===== src/rtl/pipe_hazard_ctrl.sv =====
// Hazard controller for the 5-stage RV32I pipeline: forwarding, load-use stalls, branch flushes
// and a MEM-stage wait-state FSM. Optional stall counter behind `HAZARD_PERF_CNT_EN.
module pipe_hazard_ctrl #(
  parameter int WAIT_TIMEOUT = 16,
  parameter int CNT_WIDTH    = 16
) (
  input  logic                 clk,
  input  logic                 reset,
  input  logic [4:0]           Rs1D,
  input  logic [4:0]           Rs2D,
  input  logic [4:0]           Rs1E,
  input  logic [4:0]           Rs2E,
  input  logic [4:0]           RdE,
  input  logic [4:0]           RdM,
  input  logic [4:0]           RdW,
  input  logic                 RegWriteM,
  input  logic                 RegWriteW,
  input  logic                 MemReadE,
  input  logic                 PCSrcE,
  input  logic                 MemReqM,
  input  logic                 MemReadyM,
  output logic [1:0]           ForwardAE,
  output logic [1:0]           ForwardBE,
  output logic                 StallF,
  output logic                 StallD,
  output logic                 StallE,
  output logic                 StallM,
  output logic                 FlushD,
  output logic                 FlushE,
  output logic                 FlushW,
  output logic                 BusErr,
  output logic [CNT_WIDTH-1:0] StallCount
);

  typedef enum logic [1:0] {RUN, MEM_WAIT, TIMEOUT} state_t;

  localparam logic [7:0] TO_LIMIT = 8'(WAIT_TIMEOUT);

  state_t     state;
  logic [7:0] wait_cnt;
  logic       lw_stall, freeze, branch, lw_hold;

  always_comb begin
    ForwardAE = 2'b00;
    if (RegWriteM && RdM != 5'd0 && RdM == Rs1E)      ForwardAE = 2'b10;
    else if (RegWriteW && RdW != 5'd0 && RdW == Rs1E) ForwardAE = 2'b01;
    ForwardBE = 2'b00;
    if (RegWriteM && RdM != 5'd0 && RdM == Rs2E)      ForwardBE = 2'b10;
    else if (RegWriteW && RdW != 5'd0 && RdW == Rs2E) ForwardBE = 2'b01;
  end

  assign lw_stall = MemReadE && RdE != 5'd0 && (RdE == Rs1D || RdE == Rs2D);

  // The timeout cycle releases the freeze even though the slave is still not ready.
  assign freeze  = MemReqM && !MemReadyM && (state != TIMEOUT);
  assign branch  = !freeze && PCSrcE;
  assign lw_hold = !freeze && !PCSrcE && lw_stall;

  assign StallF = reset & (freeze | lw_hold);
  assign StallD = reset & (freeze | lw_hold);
  assign StallE = reset & freeze;
  assign StallM = reset & freeze;
  assign FlushD = reset & branch;
  assign FlushE = reset & (branch | lw_hold);
  assign FlushW = reset & freeze;

  always_ff @(posedge clk or negedge reset) begin
    if (!reset) begin
      state    <= RUN;
      wait_cnt <= 8'd0;
      BusErr   <= 1'b0;
    end else begin
      BusErr <= 1'b0;
      case (state)
        RUN: begin
          if (MemReqM && !MemReadyM) begin
            state    <= MEM_WAIT;
            wait_cnt <= 8'd1;
          end
        end
        MEM_WAIT: begin
          if (!MemReqM || MemReadyM) begin
            state    <= RUN;
            wait_cnt <= 8'd0;
          end else begin
            wait_cnt <= wait_cnt + 8'd1;
            if (wait_cnt + 8'd1 == TO_LIMIT) begin
              state  <= TIMEOUT;
              BusErr <= 1'b1;
            end
          end
        end
        TIMEOUT: begin
          state    <= RUN;
          wait_cnt <= 8'd0;
        end
        default: begin
          state    <= RUN;
          wait_cnt <= 8'd0;
        end
      endcase
    end
  end

`ifdef HAZARD_PERF_CNT_EN
  logic [CNT_WIDTH-1:0] stall_cnt;

  always_ff @(posedge clk or negedge reset) begin
    if (!reset)                                stall_cnt <= '0;
    else if (StallF && stall_cnt != {CNT_WIDTH{1'b1}}) stall_cnt <= stall_cnt + 1'b1;
  end

  assign StallCount = stall_cnt;
`else
  assign StallCount = '0;
`endif

endmodule


===== config.mk =====
export PLATFORM = sky130hd
export DESIGN_NAME = pipe_hazard_ctrl
export DESIGN_NICKNAME = d
export VERILOG_FILES = /design/src/rtl/pipe_hazard_ctrl.sv
export SDC_FILE = /design/constraint.sdc
export NUM_CORES = 1
export LEC_CHECK = 0
export ABC_CLOCK_PERIOD_IN_PS = 2200
export CAP_MARGIN = 20
export CORE_MARGIN = 2
export CORE_UTILIZATION = 38
export DETAILED_ROUTE_END_ITERATION = 8
export GPL_TIMING_DRIVEN = 0
export PLACE_DENSITY = 0.81
export SYNTH_ARGS = -nofsm -noshare
export SYNTH_HDL_FRONTEND = slang
export SYNTH_SLANG_ARGS = --single-unit

===== constraint.sdc =====
create_clock -name clk -period 2.2 [get_ports clk]
set_input_delay 0.44 -clock clk [delete_from_list [all_inputs] [get_ports clk]]
set_output_delay 0.44 -clock clk [all_outputs]
set_load 0.05 [all_outputs]

==> flow_summary.yaml <==
placed_design:
  portBuffers: 54
  dp_slack_ns: -1.13
  globalplace.congestion: 0.777
  placed_area_um2: 1900
  dp.cells: 247
  post-dp-hpwl_um: 2340
clock_tree:
  clock_latency_ns: 0.28
  cts.sinks: 11
  cts_tree: "built"
  cts_made_buffers: 3
  clkTransAtPathRegs_ns: 0.08
  clockBufferDepth: 2
  root_buffer: "clkbuf_4"
  htreeDepth: 1
  cts_hold_buf: 0
critical_path:
  start_kind: "primary input"
  regToRegSetupSlack_ns: 0.65
  ff2ff_path_depth: 4
  path_max_fanout: 2
  critical_path_class: "in2out"
  crit_arrival_ns: 1.75
  end_kind: "output pin"
  cp.required_ns: 1.76
sta:
  setup_tns_ns: 0
  slew_headroom_pct: 66.5
  max_clock_freq_mhz: 457
  worstMarginPinSlew_ns: 0.501
  rsz0062_at_grt: "yes"
  final.setup_skew_ns: 0.00831
  hold_violations: 0
  fin_crit_sh_pct: 99.4
  drv_slew: 0
  period_needed_ns: 2.19
  layout_setup_ws_ns: 0.0142
  setup_viol: 0
logic_synthesis:
  async_reset_ff_share_pct: 100
  ys_types: 33
  ys.warnings.count: 0
  synth_top_family_by_area: "XOR/XNOR gates"
  synth_adder_area_share_pct: 1.06
  synth.cell_area_um2: 1180
  synth_top_area_cell: "dfrtp_1"
  synth-simple-area-share_pct: 24.3
  muxShareOfSynthArea_pct: 0
  syn_inst: 145
  synth.most_common_cell: "xor2_1"
  synth_edf_count: 0
  synth_area_leaders: "dfrtp_1 23%, xor2_1 21%, buf_4 12%, xnor2_1 5.2%, nand3_1 4.2%"
  synth.top_cell.area_share_pct: 23.3
  synth_compound_area_share_pct: 10.2
  synthTopCellsByCount: "28 x xor2_1, 19 x buf_4, 11 x dfrtp_1, 10 x nand3_1, 8 x nand2_1"
  ys_seq_elements: 11
  synthXorXnorAreaFrac_pct: 25.9
  yosys_most_used_dff: "dfrtp_1"
  ys_seq_area_share_pct: 23.3
  postSynthAreaPerCell_um2: 8.15
global_route:
  overflow: 0
  grt_usage_pct: 17.8
  grt_pass1_wl_um: 4890
  grt_max_degree: 15
  antenna_found_initial: 0
  grt_pass1_vias: 1153
drt:
  drc: 0
  wl_per_cell_um: 12.3
  drt_iter0_drc: 32
  firstDrtPassIters: 4
  via_per_inst: 4.90
  drt_wl_total_um: 3160
  vias: 1254
  antenna_left: 0
floorplan:
  ioPinCount: 71
  die_x_um: 59.8
  die_h_um: 59.8
  rows: 20
  start_util_pct: 39.4
  core_um2: 3000
  die_area_um2: 3570
final_layout:
  nets: 268
  fin_cells: 256
  n_antenna_cell: 0
  final_layout_size_suffix_gt1_share_pct: 42.2
  syn2layout_area_growth_pct: 72.7
  fin_area_um2: 2040
outcome:
  status: "complete, no violations"
run:
  cap_violations: 0
worst_hold_path:
  hold_class: "in2async"
pwr:
  power_mw: 0.716
  ir_drop_uv: 326
  powerDensity_nw_per_um2: 351
  p_leak_nw: 0.987
-- power breakdown --
group	leakage [nW]	total, mW	internal (mW)	switching, mW
Sequential	0.148	0.218	0.208	0.0104
Clock	0.0150	0.147	0.0705	0.0767
Combinational	0.824	0.351	0.151	0.199
-- per-layer routing --
layer	vias to the layer above	GRT usage [%]	part of all wire, %
li1	625	-	-
met1	560	21.1	41
met2	62	29.8	49
met3	7	5.19	8.2
met4	0	7.62	1.9
met5	-	0	0
-- layout make-up --
cell class                      count  area (um^2)
Multi-Input combinational cell    121          972
Sequential cell                    11          278
Buffer                             20          146
Timing Repair Buffer               62          559
Inverter                            5         18.8
Clock buffer                        4         26.3
Fill cell                         241          961
Tap cell                           33         41.3
-- critical path, cell delays in order --
cell and delay (ns):
buf_8 0.10, or4_4 0.53, o21ai_4 0.17, buf_6 0.12
nor4_4 0.05, nor4_4 0.14, buf_6 0.19
-- what timing repair did --
action,4_1_cts,5_1_grt
gates resized for setup,151,79
endpoints found under the setup margin,11,10
setup buffers,4,5
pin swaps,15,19
-- path summary, 6_finish.rpt --
path / startpoint / end
worst max-delay path: RdM[0] / ForwardBE[0]
worst min-delay path: reset / wait_cnt[5]
worst max register to register: wait_cnt[0] / BusErr
worst min register to register: wait_cnt[6] / wait_cnt[6]
max in group asynchronous: reset / state[1]
min in group clk: wait_cnt[6] / wait_cnt[6]
-- registers in the layout, summed over array words and instances, names as in the netlist --
name	count
state	2
BusErr	1
wait_cnt	8
-- metrics by stage --
step / utilization [%] / hold WS, ns
2_1_floorplan: - / 0.144
3_5_place_dp: 63.3 / 0.543
4_1_cts: 65.6 / 0.142
6_report: 68.0 / 0.0297
5_1_grt: 68.0 / 0.0419
3_3_place_gp: 63.3 / 0.520
-- cell families after synthesis --
kind of cell               Yosys count
buffers and inverters               28
and+or+nand+nor                     50
xor gates and xnor gates            35
other                                1
AOI/OAI and AO/OA                   19
DFF                                 11
adders and majority gates            1
-- cells in the final DEF, fill, tap and decap left out, types with 2 or more instances in the layout --
master and n:
buf_6 16, a21oi_1 4, nor2_1 7, dlymetal6s2s_1 4, buf_4 28, o22a_1 2, or4_4 5, xor2_2 3
clkbuf_2 9, o21ai_0 4, dlygate4sd2_1 3, o21ai_4 2, nand3_1 10, clkbuf_1 2, dfrtp_1 9, dfrtp_2 2
xor2_1 25, buf_8 3, nor3_2 2, nand2_1 7, nor3_1 3, and3_1 2, buf_2 7, clkdlybuf4s15_1 4
clkbuf_4 3, conb_1 16, inv_1 4, nor4_4 4, clkdlybuf4s50_1 7, xnor2_1 6
Power figures use the tool's default switching activity.
